File: src/rtl/vc_ram_bank.sv
// vc_ram_bank
//   Simple dual-port RAM (one write port, one read port) split into NUM_VC
//   independent banks of 2**ADDR_WIDTH words each. Storage only; the VC FIFO
//   controllers above this block own all pointers.
//
//   Features: bank select, same-cycle write-to-read bypass, optional output
//   register (read latency 1 or 2), read-valid strobe, and a sequential clear
//   sweep (one address per cycle across all banks) instead of an array reset.
//
// Ports
//   clk      in   clock, rising edge
//   rst      in   synchronous active-high reset
//   clear    in   one-cycle pulse, zero every bank (ignored while busy)
//   busy     out  clear sweep in progress, port operations ignored
//   wr_en    in   write strobe
//   wr_vc    in   write bank select (out-of-range banks drop the write)
//   wr_addr  in   write address
//   wr_data  in   write data
//   rd_en    in   read strobe
//   rd_vc    in   read bank select (out-of-range banks read as zero)
//   rd_addr  in   read address
//   rd_data  out  read data, zero whenever rd_valid is low
//   rd_valid out  rd_data carries the result of an accepted read
module vc_ram_bank #(
    parameter  int DATA_WIDTH     = 32,
    parameter  int ADDR_WIDTH     = 3,
    parameter  int NUM_VC         = 2,
    parameter  int OUT_REG        = 0,
    parameter  int CLEAR_ON_RESET = 1,
    localparam int VCW            = (NUM_VC > 1) ? $clog2(NUM_VC) : 1
) (
    input  logic                  clk,
    input  logic                  rst,
    input  logic                  clear,
    output logic                  busy,
    input  logic                  wr_en,
    input  logic [VCW-1:0]        wr_vc,
    input  logic [ADDR_WIDTH-1:0] wr_addr,
    input  logic [DATA_WIDTH-1:0] wr_data,
    input  logic                  rd_en,
    input  logic [VCW-1:0]        rd_vc,
    input  logic [ADDR_WIDTH-1:0] rd_addr,
    output logic [DATA_WIDTH-1:0] rd_data,
    output logic                  rd_valid
);

    // The array is indexed by {vc, addr}, so it is sized to the full index
    // space; entries belonging to non-existent banks are never written.
    localparam int                  MEM_WORDS = 1 << (VCW + ADDR_WIDTH);
    localparam logic [VCW:0]        VC_LIMIT  = (VCW + 1)'(NUM_VC);
    localparam logic [ADDR_WIDTH-1:0] LAST_ADDR = {ADDR_WIDTH{1'b1}};

    typedef enum logic [0:0] {
        ST_IDLE  = 1'b0,
        ST_CLEAR = 1'b1
    } state_e;

    state_e                  state_q;
    logic [ADDR_WIDTH-1:0]   clr_cnt_q;
    logic                    busy_q;
    logic [DATA_WIDTH-1:0]   mem_q [MEM_WORDS];

    logic                    s1_valid_q;
    logic [DATA_WIDTH-1:0]   s1_data_q;
    logic                    s2_valid_q;
    logic [DATA_WIDTH-1:0]   s2_data_q;

    logic                    wr_ok_d;
    logic                    rd_ok_d;
    logic                    rd_vc_ok_d;
    logic                    bypass_d;
    logic [DATA_WIDTH-1:0]   rd_word_d;

    // Port acceptance, bypass detection and the read word for stage 1.
    always_comb begin
        wr_ok_d    = wr_en & ~busy_q & ~clear & ~rst & ({1'b0, wr_vc} < VC_LIMIT);
        rd_ok_d    = rd_en & ~busy_q & ~clear;
        rd_vc_ok_d = ({1'b0, rd_vc} < VC_LIMIT);
        bypass_d   = wr_ok_d & (wr_vc == rd_vc) & (wr_addr == rd_addr);
        rd_word_d  = '0;
        if (!rd_ok_d || !rd_vc_ok_d) begin
            // Idle cycles and reads of a non-existent bank both yield zero.
            rd_word_d = '0;
        end else if (bypass_d) begin
            rd_word_d = wr_data;
        end else begin
            rd_word_d = mem_q[{rd_vc, rd_addr}];
        end
    end

    // Clear sweep controller: IDLE <-> CLEAR, one address per cycle.
    always_ff @(posedge clk) begin
        if (rst) begin
            state_q   <= (CLEAR_ON_RESET != 0) ? ST_CLEAR : ST_IDLE;
            clr_cnt_q <= '0;
            busy_q    <= (CLEAR_ON_RESET != 0);
        end else begin
            case (state_q)
                ST_IDLE: begin
                    if (clear) begin
                        state_q   <= ST_CLEAR;
                        clr_cnt_q <= '0;
                        busy_q    <= 1'b1;
                    end
                end
                ST_CLEAR: begin
                    // clear pulses are ignored here so the sweep never restarts
                    clr_cnt_q <= clr_cnt_q + 1'b1;
                    if (clr_cnt_q == LAST_ADDR) begin
                        state_q <= ST_IDLE;
                        busy_q  <= 1'b0;
                    end
                end
                default: begin
                    state_q   <= ST_IDLE;
                    clr_cnt_q <= '0;
                    busy_q    <= 1'b0;
                end
            endcase
        end
    end

    // Storage: sweep writes zero to clr_cnt in every bank, else the write port.
    always_ff @(posedge clk) begin
        if (state_q == ST_CLEAR) begin
            for (int v = 0; v < NUM_VC; v++) begin
                mem_q[{VCW'(v), clr_cnt_q}] <= '0;
            end
        end else if (wr_ok_d) begin
            mem_q[{wr_vc, wr_addr}] <= wr_data;
        end
    end

    // Read pipeline: stage 1 always loads (zero when idle), stage 2 follows it.
    always_ff @(posedge clk) begin
        if (rst) begin
            s1_valid_q <= 1'b0;
            s1_data_q  <= '0;
            s2_valid_q <= 1'b0;
            s2_data_q  <= '0;
        end else begin
            s1_valid_q <= rd_ok_d;
            s1_data_q  <= rd_word_d;
            s2_valid_q <= s1_valid_q;
            s2_data_q  <= s1_data_q;
        end
    end

    assign busy     = busy_q;
    assign rd_valid = (OUT_REG != 0) ? s2_valid_q : s1_valid_q;
    assign rd_data  = (OUT_REG != 0) ? s2_data_q  : s1_data_q;

endmodule

File: config.mk
export PLATFORM = sky130hd
export DESIGN_NAME = vc_ram_bank
export DESIGN_NICKNAME = d
export VERILOG_FILES = /design/src/rtl/vc_ram_bank.sv
export SDC_FILE = /design/constraint.sdc
export NUM_CORES = 1
export LEC_CHECK = 0
export ABC_CLOCK_PERIOD_IN_PS = 7290
export CORE_ASPECT_RATIO = 0.6
export CORE_MARGIN = 3
export CORE_UTILIZATION = 65
export DETAILED_ROUTE_END_ITERATION = 7
export DONT_BUFFER_PORTS = 1
export PLACE_DENSITY_LB_ADDON = 0.05
export REMOVE_ABC_BUFFERS = 1
export SYNTH_ARGS = -nofsm -noshare
export SYNTH_HDL_FRONTEND = slang
export SYNTH_SLANG_ARGS = --single-unit
File: constraint.sdc
create_clock -name clk -period 7.29 [get_ports clk]
set_clock_uncertainty 0.05 [all_clocks]
set_input_delay 1.0935 -clock clk [delete_from_list [all_inputs] [get_ports clk]]
set_output_delay 1.0935 -clock clk [all_outputs]
set_load 0.01 [all_outputs]
* Word-level counts from Yosys, hierarchy flattened
Memory sizes are Yosys's and may differ from the RTL's.
Index checks and enable logic that the tools add are counted.
** Cells by class
- Equal/unequal tests :: 5
- Shift operators :: 0
- $mul :: 0
- Magnitude comparators :: 0
- Add/subtract/negate cells :: 1
- Mux-type cells :: 17
- Reductions and logical operators :: 3
- Div/mod/pow operators :: 0
- Bitwise logic cells :: 12
** Operators by type and width (number)
- $mux 32 :: 2
- $reduce_or 32->1 :: 1
- $mux 1 :: 10
- $and 1x1->1 :: 7
- $pmux 3 s2 :: 1
- $not 1->1 :: 5
- $mux 4 :: 1
- $pmux 1 s2 :: 2
- $add 3x1->3 const B :: 1
- $eq 3x3->1 :: 1
- $eq 3x3->1 const B :: 1
- $mux 3 :: 1
- $ne 2x1->1 const B :: 1
- $ne 2x2->1 const B :: 1
- $reduce_and 2->1 :: 1
- $reduce_or 2->1 :: 1
- $eq 1x1->1 :: 1
** Storage, ports and cells
- ROM bits :: 0
- Bits in latches :: 0
- RAM bits :: 512
- Register bits after elaboration :: 38
- Memories kept :: 1
- Output and inout bits :: 34
** Memories
- mem_q :: words 16, width 32, read ports 1, clocked after memory_dff 0, write ports 2, RTL line 61 : logic [DATA_WIDTH-1:0] mem_q [MEM_WORDS];

* Longest topological paths before layout
Gate-level depths: netlist (run 1).
- Depth in word-level cells :: 9
- Depth in mapped cells :: 7

* Least setup slack after synthesis (run 1)
OpenSTA, ideal clock, no wires.
- Path type :: input-to-reg
- From :: in clear
- To :: mem mem_q[2][0] (enable)
- Buffers on the path :: 0
- Required time :: 6.808 ns
- Library setup time :: 0.432 ns
- Cell stages on the path :: 4
- Setup slack :: 3.096 ns
- Arrival time :: 3.713 ns
- Cell sequence :: or4b_1 nor2_1 a21oi_1 a21oi_1
** RTL lines
- from (decl) :: RTL line 34 : input logic clear,
- to (decl) :: RTL line 61

==> results of run 1 <==
## metrics by stage
| step | std cells | hold slack, ns | worst slack [ns] | area [sq um] | total power [mW] |
|---|---|---|---|---|---|
| global placement | 2186 | 0.408 | 3.39 | 22900 | 3.77 |
| CTS | 2274 | 0.424 | 3.57 | 24500 | 6.36 |
| floorplan | 1699 | 0.401 | 2.22 | 22000 | 3.58 |
| finish | 2274 | 0.425 | 3.46 | 24500 | 6.37 |
| detailed placement | 2186 | 0.414 | 3.32 | 22900 | 3.77 |
| global route | 2274 | 0.444 | 3.35 | 24500 | 6.51 |
## state kept, by name, indices dropped and copies added, names as in the netlist
register,cells
mem_q,512
rd_data,32
clr_cnt_q,3
busy,1
rd_valid,1
state_q,1
## cell type report
cell class	instances	share of cell area [%]
inverter	6	0.0918
sequential	550	55.3
clock inverter	24	1.02
timing repair buffer	28	0.856
clock buffer	64	5.59
multi-input combinational	1143	34.8
tap	459	2.34
## kinds of logic after synthesis
group / share of synthesized area (%)
AND/OR/NAND/NOR: 8.26
flip-flops: 58.6
AO/OA/AOI/OAI: 15.0
XOR/XNOR: 0.151
buffers and inverters: 5.18
adder cells (fa/ha/maj): 0.324
multiplexers: 12.4
## routing by layer
metal / up-vias / wire length (um)
li1: 7026 / -
met1: 8240 / 25000
met2: 1223 / 30200
met3: 172 / 8880
met4: 0 / 1930
met5: - / 0
## cell usage in the layout, fill, tap and decap left out, types with 32 or more instances in the layout
master and count:
a21oi_1 264, and3_1 32, clkbuf_16 49, mux4_2 128, nand2_1 34, a22oi_1 64
o21ai_0 247, a22o_1 32, dfxtp_1 294, edfxtp_1 256, nand3_1 258
## where the power goes
group / total (mW) / internal, mW / switching, mW
clock: 2.65 / 1.50 / 1.14
sequential: 3.30 / 3.28 / 0.0183
combinational: 0.424 / 0.114 / 0.310
## how the worst max path moves through the flow
stage,start,end,slack (ns),cells past startpoint
5_1_grt,state_q,mem_q[13][29],3.35,6
6_report,state_q,mem_q[6][3],3.46,6
3_3_place_gp,clear,mem_q[0][6],3.39,5
4_1_cts,state_q,mem_q[6][28],3.57,6
3_5_place_dp,clear,mem_q[13][29],3.32,6
2_1_floorplan,clear,mem_q[8][0],2.22,4
## worst register-to-register path, delay by kind of cell, from the launching register on
family	cells	cell delay [ns]
AND/OR/NAND/NOR	1	0.54
AO/OA/AOI/OAI	2	0.57
buffers and inverters	3	1.61
flip-flops	1	0.69
==> flow_summary_export.csv, run 1 <==
group,metric,value,unit
synth,yosys_top_cell_by_area,"edfxtp_1",
synth,syn-mean-instance-area,12.0,sq um
clock_tree,count_of_hold_buffers_inserted_by_post_cts_repair,0,
critical_path,worstRegToRegCells,6,
hold_path,worstHoldPathCells,2,
critical_path,worstReg2RegEnd,"mem_q[6][3]",
drt,drt-wirelength-per-cell,29.0,um
critical_path,timing.critical_path.to_type,"flop",
clock_tree,clock-root-buffer,"clkbuf_16",
critical_path,setup.worst_path.class,"flop to flop",
power_and_ir_drop,power_density,259,nW/um^2
layout,fraction_of_layout_cells_with_a_size_suffix_above_1,14.9,%
drt,num_vias,16700,
clock_tree,clockBufferDepth,3,
synth,synthCells,1933,
layout,number_of_filler_instances_in_the_final_layout,2365,
critical_path,critPathArrivalTime,3.98,ns
synth,synth_top_cell_area_share,33.2,%
power_and_ir_drop,power.ir.vdd_worst,0.193,mV
timing,timing_worst_slew_pin_value,1.27,ns
grt,met2_usage,52.6,%
placement,gp_routability_congestion,0.792,
clock_tree,tritoncts,"done",
synth,mappedNetlistArea,23200,sq um
clock_tree,tritoncts.num_buffers,48,
grt,global_route.peak_usage_layer,"met2",
clock_tree,worst_setup_hold_path_clk_slew,0.07,ns
critical_path,crit_family,"buffers and inverters",
grt,pin_count_of_the_biggest_net_entering_global_routing,130,
critical_path,critical_path_rt,7.44,ns
grt,globalRouteOverflowTotal,0,
critical_path,crit_path_start_kind,"flop",
layout,fin_util,71.3,%
drt,drc_violations,0,
timing,hold_violations,0,
synth,synth-edff-count,256,
layout,flow.area_growth_from_synthesis,6.00,%
floorplanning,start_util,67.3,%
clock_tree,ctsHtreeMaxLevel,2,
floorplanning,dieWidth,250,um
critical_path,path_common_cell,"buf_4",
drt,drt-total-wl,66000,um
floorplanning,number_of_top_level_design_ports,79,
placement,portBuffers,0,
synth,synth_ff_type,"dfxtp_1",
hold_path,hp-class,"flop to flop",
grt,grt.met1_usage,49.2,%
clock_tree,cts_resized,0,
critical_path,cp_num_buf_inv,3,
layout,antenna_cells_inserted,0,
drt,firstDrtPassIters,6,
grt,grt_use_total,34.4,%
timing,unrepaired_setup_endpoints_after_global_routing,"false",
floorplanning,fp-row-count,52,
hold_path,endpoint_worst_hold,"mem_q[9][10]",
drt,vias_per_cell,7.33,
timing,max_slew_margin,15.4,%
floorplanning,die_y_extent,152,um
critical_path,worst_path_cell_with_the_longest_stage_delay,"dfxtp_1",
drt,ant_nets,0,
timing,layout_min_cycle_time,3.83,ns
layout,multi_input_comb_area,8540,sq um
critical_path,timing.critical_path.slowest_cell_delay,0.69,ns
critical_path,worst-path-max-fanout,25,
synth,synth_cell_type_count,43,
synth,yosys_warnings,0,
timing,report.final.slew_viol_count,0,
synth,async_flop_share,0,%
critical_path,regToRegSetupSlack,3.46,ns
floorplanning,core_area,34400,sq um
synth,dominant_cells_by_area_after_synthesis,"edfxtp_1 (33%), dfxtp_1 (25%), mux4_2 (12%)",
power_and_ir_drop,leak_pwr,8.14,nW
critical_path,cp_cell_sequence,"inv_1 > buf_4 > a211oi_1 > o21ai_0 > nor2_4 > buf_4",
grt,grtUsageMet3,8.80,%
clock_tree,clock_latency,0.56,ns
hold_path,hold_start,"mem_q[9][10]",
critical_path,r2r-start,"state_q",
drt,first_iter_violations,2267,
layout,storage_cell_area,13600,sq um
synth,yosys_reg_bits,550,
run,maxCapViolations,0,
grt,grt_antenna_before_repair,0,
timing,period_share,52.5,%
outcome,status,"completed",
timing,timing.setup.tns,0,ns
synth,synth_most_common_cell,"dfxtp_1",
floorplanning,die_area,38000,sq um
clock_tree,sinks_on_clock_net,550,
layout,num-nets-final,1828,
grt,first_global_vias,16400,
clock_tree,cts.repair_timing.setup_buffer_count,0,
placement,dp.final_hpwl,32200,um
synth,synth.yosys.seq_area_share,58.6,%
timing,achievable-frequency,261,MHz
synth,synthTopCellsByCount,"dfxtp_1 (294), a21oi_1 (266), nand3_1 (258), edfxtp_1 (256), o21ai_0 (247)",
grt,global_route_wire_length_before_repair,100000,um
timing,setup_violations,0,
(Power assumes the default switching activity.)
==> run 2: changes to the inputs <==
--- a/config.mk
+++ b/config.mk
@@ -5,10 +5,10 @@
 export SDC_FILE = /design/constraint.sdc
 export NUM_CORES = 1
 export LEC_CHECK = 0
-export ABC_CLOCK_PERIOD_IN_PS = 7290
+export ABC_CLOCK_PERIOD_IN_PS = 3800
 export CORE_ASPECT_RATIO = 0.6
 export CORE_MARGIN = 3
-export CORE_UTILIZATION = 65
+export CORE_UTILIZATION = 63
 export DETAILED_ROUTE_END_ITERATION = 7
 export DONT_BUFFER_PORTS = 1
 export PLACE_DENSITY_LB_ADDON = 0.05
==> constraint.sdc (replaced) <==
create_clock -name clk -period 3.8 [get_ports clk]
set_clock_uncertainty 0.05 [all_clocks]
set_input_delay 0.57 -clock clk [delete_from_list [all_inputs] [get_ports clk]]
set_output_delay 0.57 -clock clk [all_outputs]
set_load 0.01 [all_outputs]
==> run 2 against run 1 <==
  * Flip-flop and latch count is the same
  * Final cell count is 0.70% higher
  * Utilization decreased by 2.1 points
  * Global-route usage decreased by 0.16 points
  * Count of clock-buffer cells in the layout rose by 18
==> flow_summary_export.csv, run 2 (synthesis gave the netlist of run 1 again) <==
group,metric,value,unit
floorplanning,die_area,39200,sq um
critical_path,cp-startpoint,"busy",
timing,max_slew_margin,11.5,%
clock_tree,worst_setup_hold_path_clk_slew,0.06,ns
timing,report.final.slew_viol_count,0,
grt,grt_antenna_before_repair,0,
placement,dp.final_hpwl,33900,um
placement,gp_routability_congestion,0.793,
layout,flow.area_growth_from_synthesis,6.48,%
critical_path,worst-path-max-fanout,32,
drt,first_iter_violations,2212,
grt,first_global_vias,16200,
layout,mostFrequentLayoutCells,"dfxtp_1 (294), a21oi_1 (264), nand3_1 (258)",
drt,drc_violations,0,
critical_path,r2r-start,"busy",
floorplanning,die_y_extent,155,um
timing,hold_violations,0,
run,maxCapViolations,0,
clock_tree,ctsHtreeMaxLevel,2,
critical_path,timing.critical_path.to_type,"flop",
clock_tree,tritoncts.num_buffers,49,
timing,achievable-frequency,339,MHz
layout,number_of_filler_instances_in_the_final_layout,2479,
timing,setup_violations,0,
clock_tree,clockBufferDepth,3,
floorplanning,fp-row-count,53,
critical_path,critical_path_rt,3.95,ns
grt,globalRouteOverflowTotal,0,
clock_tree,sinks_on_clock_net,550,
clock_tree,tritoncts,"done",
critical_path,worst_path_cell_with_the_longest_stage_delay,"or4b_1",
layout,fin_util,69.2,%
timing,timing.setup.tns,0,ns
layout,regMostFlops,"mem_q",
layout,layout.cells.most_common,"dfxtp_1",
floorplanning,dieWidth,254,um
critical_path,worstRegToRegCells,5,
drt,drt-wirelength-per-cell,29.1,um
drt,num_vias,16700,
floorplanning,number_of_top_level_design_ports,79,
floorplanning,core_area,35600,sq um
clock_tree,cts_resized,0,
layout,antenna_cells_inserted,0,
timing,layout_min_cycle_time,2.95,ns
layout,fraction_of_layout_cells_with_a_size_suffix_above_1,14.3,%
hold_path,hold_start,"rst",
placement,portBuffers,0,
hold_path,worstHoldPathCells,1,
drt,firstDrtPassIters,5,
clock_tree,clock-root-buffer,"clkbuf_16",
grt,pin_count_of_the_biggest_net_entering_global_routing,130,
power_and_ir_drop,power_density,487,nW/um^2
grt,global_route_wire_length_before_repair,101000,um
critical_path,setup.worst_path.class,"flop to flop",
timing,period_share,77.7,%
critical_path,critPathArrivalTime,3.11,ns
timing,timing_worst_slew_pin_value,1.33,ns
drt,ant_nets,0,
critical_path,crit_path_start_kind,"flop",
drt,vias_per_cell,7.27,
grt,grt_use_total,34.3,%
critical_path,timing.critical_path.slowest_cell_delay,0.62,ns
timing,unrepaired_setup_endpoints_after_global_routing,"false",
power_and_ir_drop,power.ir.vdd_worst,0.346,mV
hold_path,hp-class,"input port to flop",
critical_path,cp_cell_sequence,"or4b_1 > nor2_1 > a21oi_1 > a21oi_4 > buf_4",
drt,drt-total-wl,66500,um
layout,largest_reg_flops,512,
clock_tree,clock_latency,0.58,ns
layout,num-nets-final,1834,
outcome,status,"completed",
power_and_ir_drop,leak_pwr,8.15,nW
floorplanning,start_util,65.0,%
run 2: cell count changes in the layout (fill, tap and decap cells not counted):
cell / before / now
buf_12: 0 / 11
clkbuf_8: 9 / 8
dlygate4sd3_1: 0 / 1
clkbuf_16: 49 / 52
clkinv_1: 1 / 2
clkinv_2: 16 / 4
bufinv_16: 5 / 0
buf_4: 28 / 21
clkbuf_1: 6 / 22
clkinvlp_4: 1 / 2
run 2: metal layers:
layer / global-route usage [%] / wire length, um / vias up
met5: 0 / 0 / -
li1: - / - / 7059
met1: 50.2 / 26600 / 8311
met4: 11.6 / 2180 / 0
met3: 8.07 / 7970 / 151
met2: 51.0 / 29800 / 1130
run 2: final cells by class:
cell class	instances	area, sq um	area share [%]
Inverter	6	22.5	0.0913
Clock inverter	9	51.3	0.208
Multi-Input combinational cell	1143	8540	34.6
Tap cell	467	584	2.37
Sequential cell	550	13600	55.0
Clock buffer	82	1490	6.06
Timing Repair Buffer	33	388	1.57
run 2: worst paths after layout:
check	end	slack, ns
worst max register to register	mem_q[2][13]	0.85
worst max-delay path	mem_q[2][13]	0.85
worst min register to register	mem_q[13][30]	0.42
worst min-delay path	clr_cnt_q[2]	0.02
run 2: stage by stage:
step                cell area (sq um)  std cells  setup slack, ns  power, mW  hold slack, ns
finish                          24700       2290            0.847       12.0          0.0208
detailed placement              23100       2198            0.764       7.24           0.415
global placement                23100       2198            0.874       7.24           0.408
floorplan                       22000       1699           -0.748       6.88           0.401
CTS                             24700       2290            0.893       12.0         0.00776
global route                    24700       2290            0.713       12.3          0.0172
run 2: critical path: cells and delay by family, from the launching register on:
kind | cells | cell delay [ns]
buffers and inverters | 1 | 0.50
flip-flops | 1 | 0.39
AND/OR/NAND/NOR | 2 | 1.02
AO/OA/AOI/OAI | 2 | 0.58
run 2: what timing repair did:
item / in CTS / in global routing
hold buffers: 1 / 0
endpoints found under the hold margin: 2 / 0
buffers inserted: 0 / 0
run 2: report_power, final:
group / leakage (nW) / internal (mW) / total (mW) / switching (mW)
Clock: 0.748 / 2.68 / 4.86 / 2.18
Combinational: 2.67 / 0.236 / 0.813 / 0.577
Sequential: 4.73 / 6.29 / 6.33 / 0.0365
Total: 8.15 / 9.21 / 12.0 / 2.79
==> run 3: changes to the inputs <==
--- a/config.mk
+++ b/config.mk
@@ -5,10 +5,10 @@
 export SDC_FILE = /design/constraint.sdc
 export NUM_CORES = 1
 export LEC_CHECK = 0
-export ABC_CLOCK_PERIOD_IN_PS = 3800
+export ABC_CLOCK_PERIOD_IN_PS = 2620
 export CORE_ASPECT_RATIO = 0.6
 export CORE_MARGIN = 3
-export CORE_UTILIZATION = 63
+export CORE_UTILIZATION = 57
 export DETAILED_ROUTE_END_ITERATION = 7
 export DONT_BUFFER_PORTS = 1
 export PLACE_DENSITY_LB_ADDON = 0.05
==> constraint.sdc (replaced) <==
create_clock -name clk -period 2.62 [get_ports clk]
set_clock_uncertainty 0.05 [all_clocks]
set_input_delay 0.393 -clock clk [delete_from_list [all_inputs] [get_ports clk]]
set_output_delay 0.393 -clock clk [all_outputs]
set_load 0.01 [all_outputs]
==> run 3 against run 2 <==
  * Non-clock buffer count grew 69
  * Global-route usage shrank 2.3 points
  * Sequential power grew 45%
  * Critical endpoint is now mem_q[6][5]
==> flow_summary_export.csv, run 3 (synthesis gave the netlist of run 1 again) <==
group,metric,value,unit
placement,dp.final_hpwl,36200,um
critical_path,critical_path_rt,2.87,ns
clock_tree,worst_setup_hold_path_clk_slew,0.06,ns
timing,setup_violations,0,
layout,fraction_of_layout_cells_with_a_size_suffix_above_1,16.1,%
clock_tree,sinks_on_clock_net,550,
layout,number_of_filler_instances_in_the_final_layout,2940,
drt,ant_nets,0,
floorplanning,core_area,39600,sq um
timing,hold_violations,0,
layout,flow.area_growth_from_synthesis,10.9,%
timing,timing_worst_slew_pin_value,1.09,ns
grt,grt_antenna_before_repair,0,
critical_path,setup.worst_path.class,"flop to flop",
timing,timing.setup.tns,0,ns
placement,gp_routability_congestion,0.798,
timing,report.final.slew_viol_count,0,
critical_path,worst_path_cell_with_the_longest_stage_delay,"o21ai_0",
layout,antenna_cells_inserted,0,
hold_path,worstHoldPathCells,2,
clock_tree,clockBufferDepth,3,
drt,drt-total-wl,69000,um
grt,grt_use_total,32.0,%
floorplanning,die_y_extent,162,um
critical_path,cp_cell_sequence,"nor4b_4 > buf_4 > a211oi_1 > o21ai_0 > nor2_4 > buf_12",
clock_tree,tritoncts.num_buffers,50,
critical_path,worstRegToRegCells,6,
clock_tree,tritoncts,"done",
power_and_ir_drop,internal_power,13.9,mW
critical_path,r2r-start,"busy",
timing,layout_min_cycle_time,2.39,ns
power_and_ir_drop,clkPwrFrac,42.0,%
grt,first_global_vias,16400,
power_and_ir_drop,p_seq_share,50.6,%
clock_tree,clock_latency,0.58,ns
layout,stdcell_count,2417,
power_and_ir_drop,power_density,707,nW/um^2
power_and_ir_drop,combinational_cell_fraction_of_total_power,7.4,%
floorplanning,die_area,43200,sq um
critical_path,timing.critical_path.slowest_cell_delay,0.53,ns
timing,max_slew_margin,27.4,%
power_and_ir_drop,power_switching_share,23.2,%
grt,globalRouteOverflowTotal,0,
floorplanning,fp-row-count,56,
layout,largest_reg_flops,512,
critical_path,crit_path_start_kind,"flop",
placement,dpl_worst_slack,0.266,ns
drt,first_iter_violations,2243,
drt,drc_violations,0,
timing,period_share,91.2,%
layout,regMostFlops,"mem_q",
critical_path,worstReg2RegEnd,"mem_q[6][5]",
hold_path,endpoint_worst_hold,"mem_q[3][25]",
outcome,status,"completed",
timing,setup_slack,0.230,ns
timing,achievable-frequency,418,MHz
hold_path,hp-class,"input port to flop",
power_and_ir_drop,power.ir.vdd_worst,0.549,mV
clock_tree,ctsHtreeMaxLevel,2,
floorplanning,start_util,58.5,%
power_and_ir_drop,power.switching,4.20,mW
layout,mostFrequentLayoutCells,"dfxtp_1 (294), a21oi_1 (264), nand3_1 (258)",
power_and_ir_drop,leak_pwr,8.60,nW
placement,portBuffers,0,
layout,num-nets-final,1904,
floorplanning,number_of_top_level_design_ports,79,
drt,num_vias,16800,
drt,drt-wirelength-per-cell,28.6,um
critical_path,timing.critical_path.to_type,"flop",
layout,layout.cells.most_common,"dfxtp_1",
timing,unrepaired_setup_endpoints_after_global_routing,"false",
grt,global_route_wire_length_before_repair,104000,um
floorplanning,dieWidth,266,um
critical_path,worst-path-max-fanout,32,
critical_path,regToRegSetupSlack,0.23,ns
run,maxCapViolations,0,
hold_path,hold_start,"wr_addr[0]",
placement,placedCellCount,2288,
drt,firstDrtPassIters,6,
critical_path,critPathArrivalTime,2.64,ns
clock_tree,clock-root-buffer,"clkbuf_16",
grt,pin_count_of_the_biggest_net_entering_global_routing,130,
drt,vias_per_cell,6.94,
[run 3: cell types whose count changed in the layout (fill, tap and decap cells not counted), moves of 5 or more]
| cell | before | now |
|---|---|---|
| buf_12 | 11 | 26 |
| buf_4 | 21 | 41 |
| bufinv_16 | 0 | 5 |
| clkbuf_1 | 22 | 10 |
| clkinv_1 | 2 | 8 |
| clkinv_2 | 4 | 9 |
| dlygate4sd3_1 | 1 | 35 |
[run 3: worst max-delay path: cells and delay by family, from the launching register on]
kind	cells	cell delay [ns]
and+or+nand+nor	2	0.45
DFF	1	0.39
AOI/OAI and AO/OA	2	0.65
buffers and inverters	2	0.55
[run 3: metal layers]
| metal | wire length, um | vias to the layer above | track usage (%) |
|---|---|---|---|
| met5 | 0 | - | 0 |
| met4 | 1630 | 0 | 8.19 |
| met3 | 7840 | 124 | 6.87 |
| met2 | 31300 | 1069 | 49.0 |
| met1 | 28300 | 8384 | 46.9 |
| li1 | - | 7193 | - |
[run 3: power by group through the flow]
| stage | clock network [mW] | logic, mW | registers, mW |
|---|---|---|---|
| finish | 7.62 | 1.35 | 9.17 |
| global route | 8.04 | 1.38 | 9.18 |
| CTS | 7.68 | 1.32 | 9.17 |
| detailed placement | 0 | 1.27 | 9.36 |
| global placement | 0 | 1.26 | 9.36 |
| floorplan | 0 | 0.622 | 9.35 |
[run 3: timing repair]
| item | CTS | global route |
|---|---|---|
| endpoints found under the setup margin | 0 | 0 |
| hold endpoints to repair | 38 | 0 |
| hold buffers | 35 | 0 |
| buffers inserted | 0 | 0 |
| gates resized for setup | 0 | 0 |
[run 3: layout make-up]
class / instances / area [sq um] / area share [%]
Inverter: 6 / 22.5 / 0.0877
Tap cell: 522 / 653 / 2.54
Timing Repair Buffer: 102 / 1180 / 4.59
Clock inverter: 24 / 245 / 0.955
Clock buffer: 70 / 1460 / 5.69
Multi-Input combinational cell: 1143 / 8540 / 33.3
Sequential cell: 550 / 13600 / 52.9
[run 3: worst max-delay path by stage]
stage | from | end
6_report | busy | mem_q[6][5]
5_1_grt | busy | mem_q[6][16]
4_1_cts | busy | mem_q[6][29]
3_5_place_dp | busy | mem_q[6][24]
3_3_place_gp | busy | mem_q[6][24]
2_1_floorplan | busy | mem_q[8][0]
[run 3: metrics by stage]
stage | util, % | hold slack, ns | instance area (sq um) | power [mW]
global placement | 59.7 | 0.407 | 23600 | 10.6
finish | 64.9 | 0.182 | 25700 | 18.1
CTS | 64.9 | 0.164 | 25700 | 18.2
global route | 64.9 | 0.179 | 25700 | 18.6
detailed placement | 59.7 | 0.413 | 23600 | 10.6
floorplan | - | 0.401 | 22000 | 9.97
==> patch: new RTL, flow settings as in run 3 <==
Take the reset off `s1_data_q` and `s2_data_q` and load them in a clocked block of their own.
--- a/src/rtl/vc_ram_bank.sv
+++ b/src/rtl/vc_ram_bank.sv
@@ -136,13 +136,14 @@
         if (rst) begin
             s1_valid_q <= 1'b0;
-            s1_data_q  <= '0;
             s2_valid_q <= 1'b0;
-            s2_data_q  <= '0;
         end else begin
             s1_valid_q <= rd_ok_d;
-            s1_data_q  <= rd_word_d;
             s2_valid_q <= s1_valid_q;
-            s2_data_q  <= s1_data_q;
         end
+    end
+
+    always_ff @(posedge clk) begin
+        s1_data_q <= rd_word_d;
+        s2_data_q <= s1_data_q;
     end
 
Behaviour: same outputs for any inputs over 10 cycles, from zero or initial values and one cycle with rst high; that may be too few to reach the edited logic, so the function may still have changed.
==> patch against run 3 <==
  * Worst setup slack lost 0.066 ns
  * Sequential share of layout area grew 0.51 points
  * Wire length shrank 8.3%
  * Final area shrank 0.96%
  * Clock power shrank 4.6%
  * Sequential cell count is the same
  * Synthesized cell count shrank 6.8%
  * Via count shrank 8.1%
  * Synthesized area shrank 1.9%
  * First-iteration DRC count shrank 18%
  * Total power shrank 3.6%
  * Worst hold slack lost 0.15 ns
==> patch: results (changes against run 3) <==
[status]
status = finished, final reports clean

[place]
dp_cells = 2197  ; -4.0%
hpwl_um = 34600  ; -4.4%
gp_congestion = 0.802  ; +0.53%
place_ws_ns = 0.128  ; -0.138 ns

[global_routing]
grt.total_usage_pct = 29.8  ; -2.2 points
first_global_vias = 15300  ; -6.8%
grt.met2_usage_pct = 45.4  ; -3.6 points
use_met1_pct = 44.0  ; -3.0 points
grt_pass1_wl_um = 96000  ; -7.6%
grt_use_met3_pct = 6.16  ; -0.72 points

[routing]
topRoutingLayerUsed = met4
drt_first_iter_violations = 1841  ; -18%
viasPerCell = 6.65  ; -4.2%
dr_wl_met3_um = 6100  ; -22%
routed_wl_um = 63300  ; -8.3%
wl_met2_um = 28200  ; -9.9%
met1Wirelength_um = 27100  ; -4.0%
dr.pass1.iters = 5  ; -1

[clock_network]
cts.clk_slew.worst_paths_ns = 0.07
cts_buffer_depth = 3  ; unchanged
cts_resized = 0  ; unchanged
cts-root-buf = clkbuf_16
cts_buffers = 49  ; -2.0%

[pwr]
leakagePower_nw = 8.78  ; +2.1%
vdd_drop_max_v = 0.000437  ; -20%

[logic_synthesis]
synth-xor-area-share_pct = 0.154  ; +0.0029 points
synth_mux_area_share_pct = 16.9  ; +4.5 points
syn_avg_cell_area_um2 = 12.6  ; +5.3%
ys_types = 41  ; -4.7%
ys_seq_area_share_pct = 59.7  ; +1.1 points
synth_compound_area_share_pct = 10.3  ; -4.8 points
synthFlopType = dfxtp_1
synth_fa_ha_area_share_pct = 0.330  ; +0.0062 points
yosys_warnings = 0  ; unchanged
synth_common_cells = dfxtp_1, edfxtp_1, a21oi_1, o21ai_0, nand3_1
synthTopCellsByArea = edfxtp_1, dfxtp_1, mux4_2

[layout]
largest_reg_flops = 512  ; unchanged
instances_no_fill = 2320  ; -4.0%
fin_nets = 1819  ; -4.5%
layout-drive-gt1-share_pct = 16.9  ; +0.78 points

[worst_hold_path]
min_from = wr_data[15]
min_path_cells = 1  ; -1

[critical_path]
critPathTopFamily = simple AND/OR/NAND/NOR gates
rr_worst_depth = 5  ; -1
critPathSlowestCell = or4b_4
startpoint = busy$_SDFFE_PP1P_

[sta]
slew_headroom_pct = 49.5  ; +22 points

## patch: changes by cell type in the layout (fill, tap and decap cells not counted), moves of 6 or more
| cell | run 3 | this run |
|---|---|---|
| a21oi_1 | 264 | 165 |
| mux2i_1 | 0 | 96 |
| o21ai_1 | 12 | 1 |
| nor2_1 | 7 | 104 |
| nand2_1 | 34 | 104 |
| buf_4 | 41 | 56 |
| and3_1 | 32 | 38 |
| and3_2 | 6 | 0 |
| o21ai_0 | 247 | 130 |
| nand3_1 | 258 | 129 |
## patch: final cells by class
| type | instances | area (µm²) |
|---|---|---|
| timing repair buffer | 111 | 1190 |
| tap | 513 | 642 |
| clock inverter | 21 | 180 |
| sequential | 550 | 13600 |
| inverter | 5 | 18.8 |
| clock buffer | 69 | 1430 |
| fill | 2836 | 13000 |
| multi-input combinational | 1051 | 8390 |
## patch: repair_timing
action                                 in CTS  in global routing
hold buffers                               33                  0
endpoints found under the hold margin      37                  0
buffers inserted                            0                  0
## patch: stage by stage
stage                     total power, mW  utilization [%]  instance area [µm²]
after floorplan                      9.88                -                21800
after global placement               10.3             61.1                23500
after detailed placement             10.3             61.1                23500
after CTS                            17.6             66.1                25400
after global routing                 18.0             66.1                25400
final                                17.5             66.1                25400
## patch: worst paths after layout
kind	slack, ns	endpoint
worst max-delay path	0.16	mem_q[1][10]$_DFFE_PP_
worst min-delay path	0.03	rd_data[15]$_SDFF_PN0_
worst max register to register	0.16	mem_q[1][10]$_DFFE_PP_
worst min register to register	0.40	mem_q[12][1]$_SDFFE_PP0P_
## patch: power breakdown
part / switching [mW] / leakage, nW / internal, mW / total (mW)
Clock: 3.16 / 0.804 / 4.11 / 7.27
Combinational: 0.673 / 3.26 / 0.377 / 1.05
Sequential: 0.0497 / 4.72 / 9.12 / 9.17
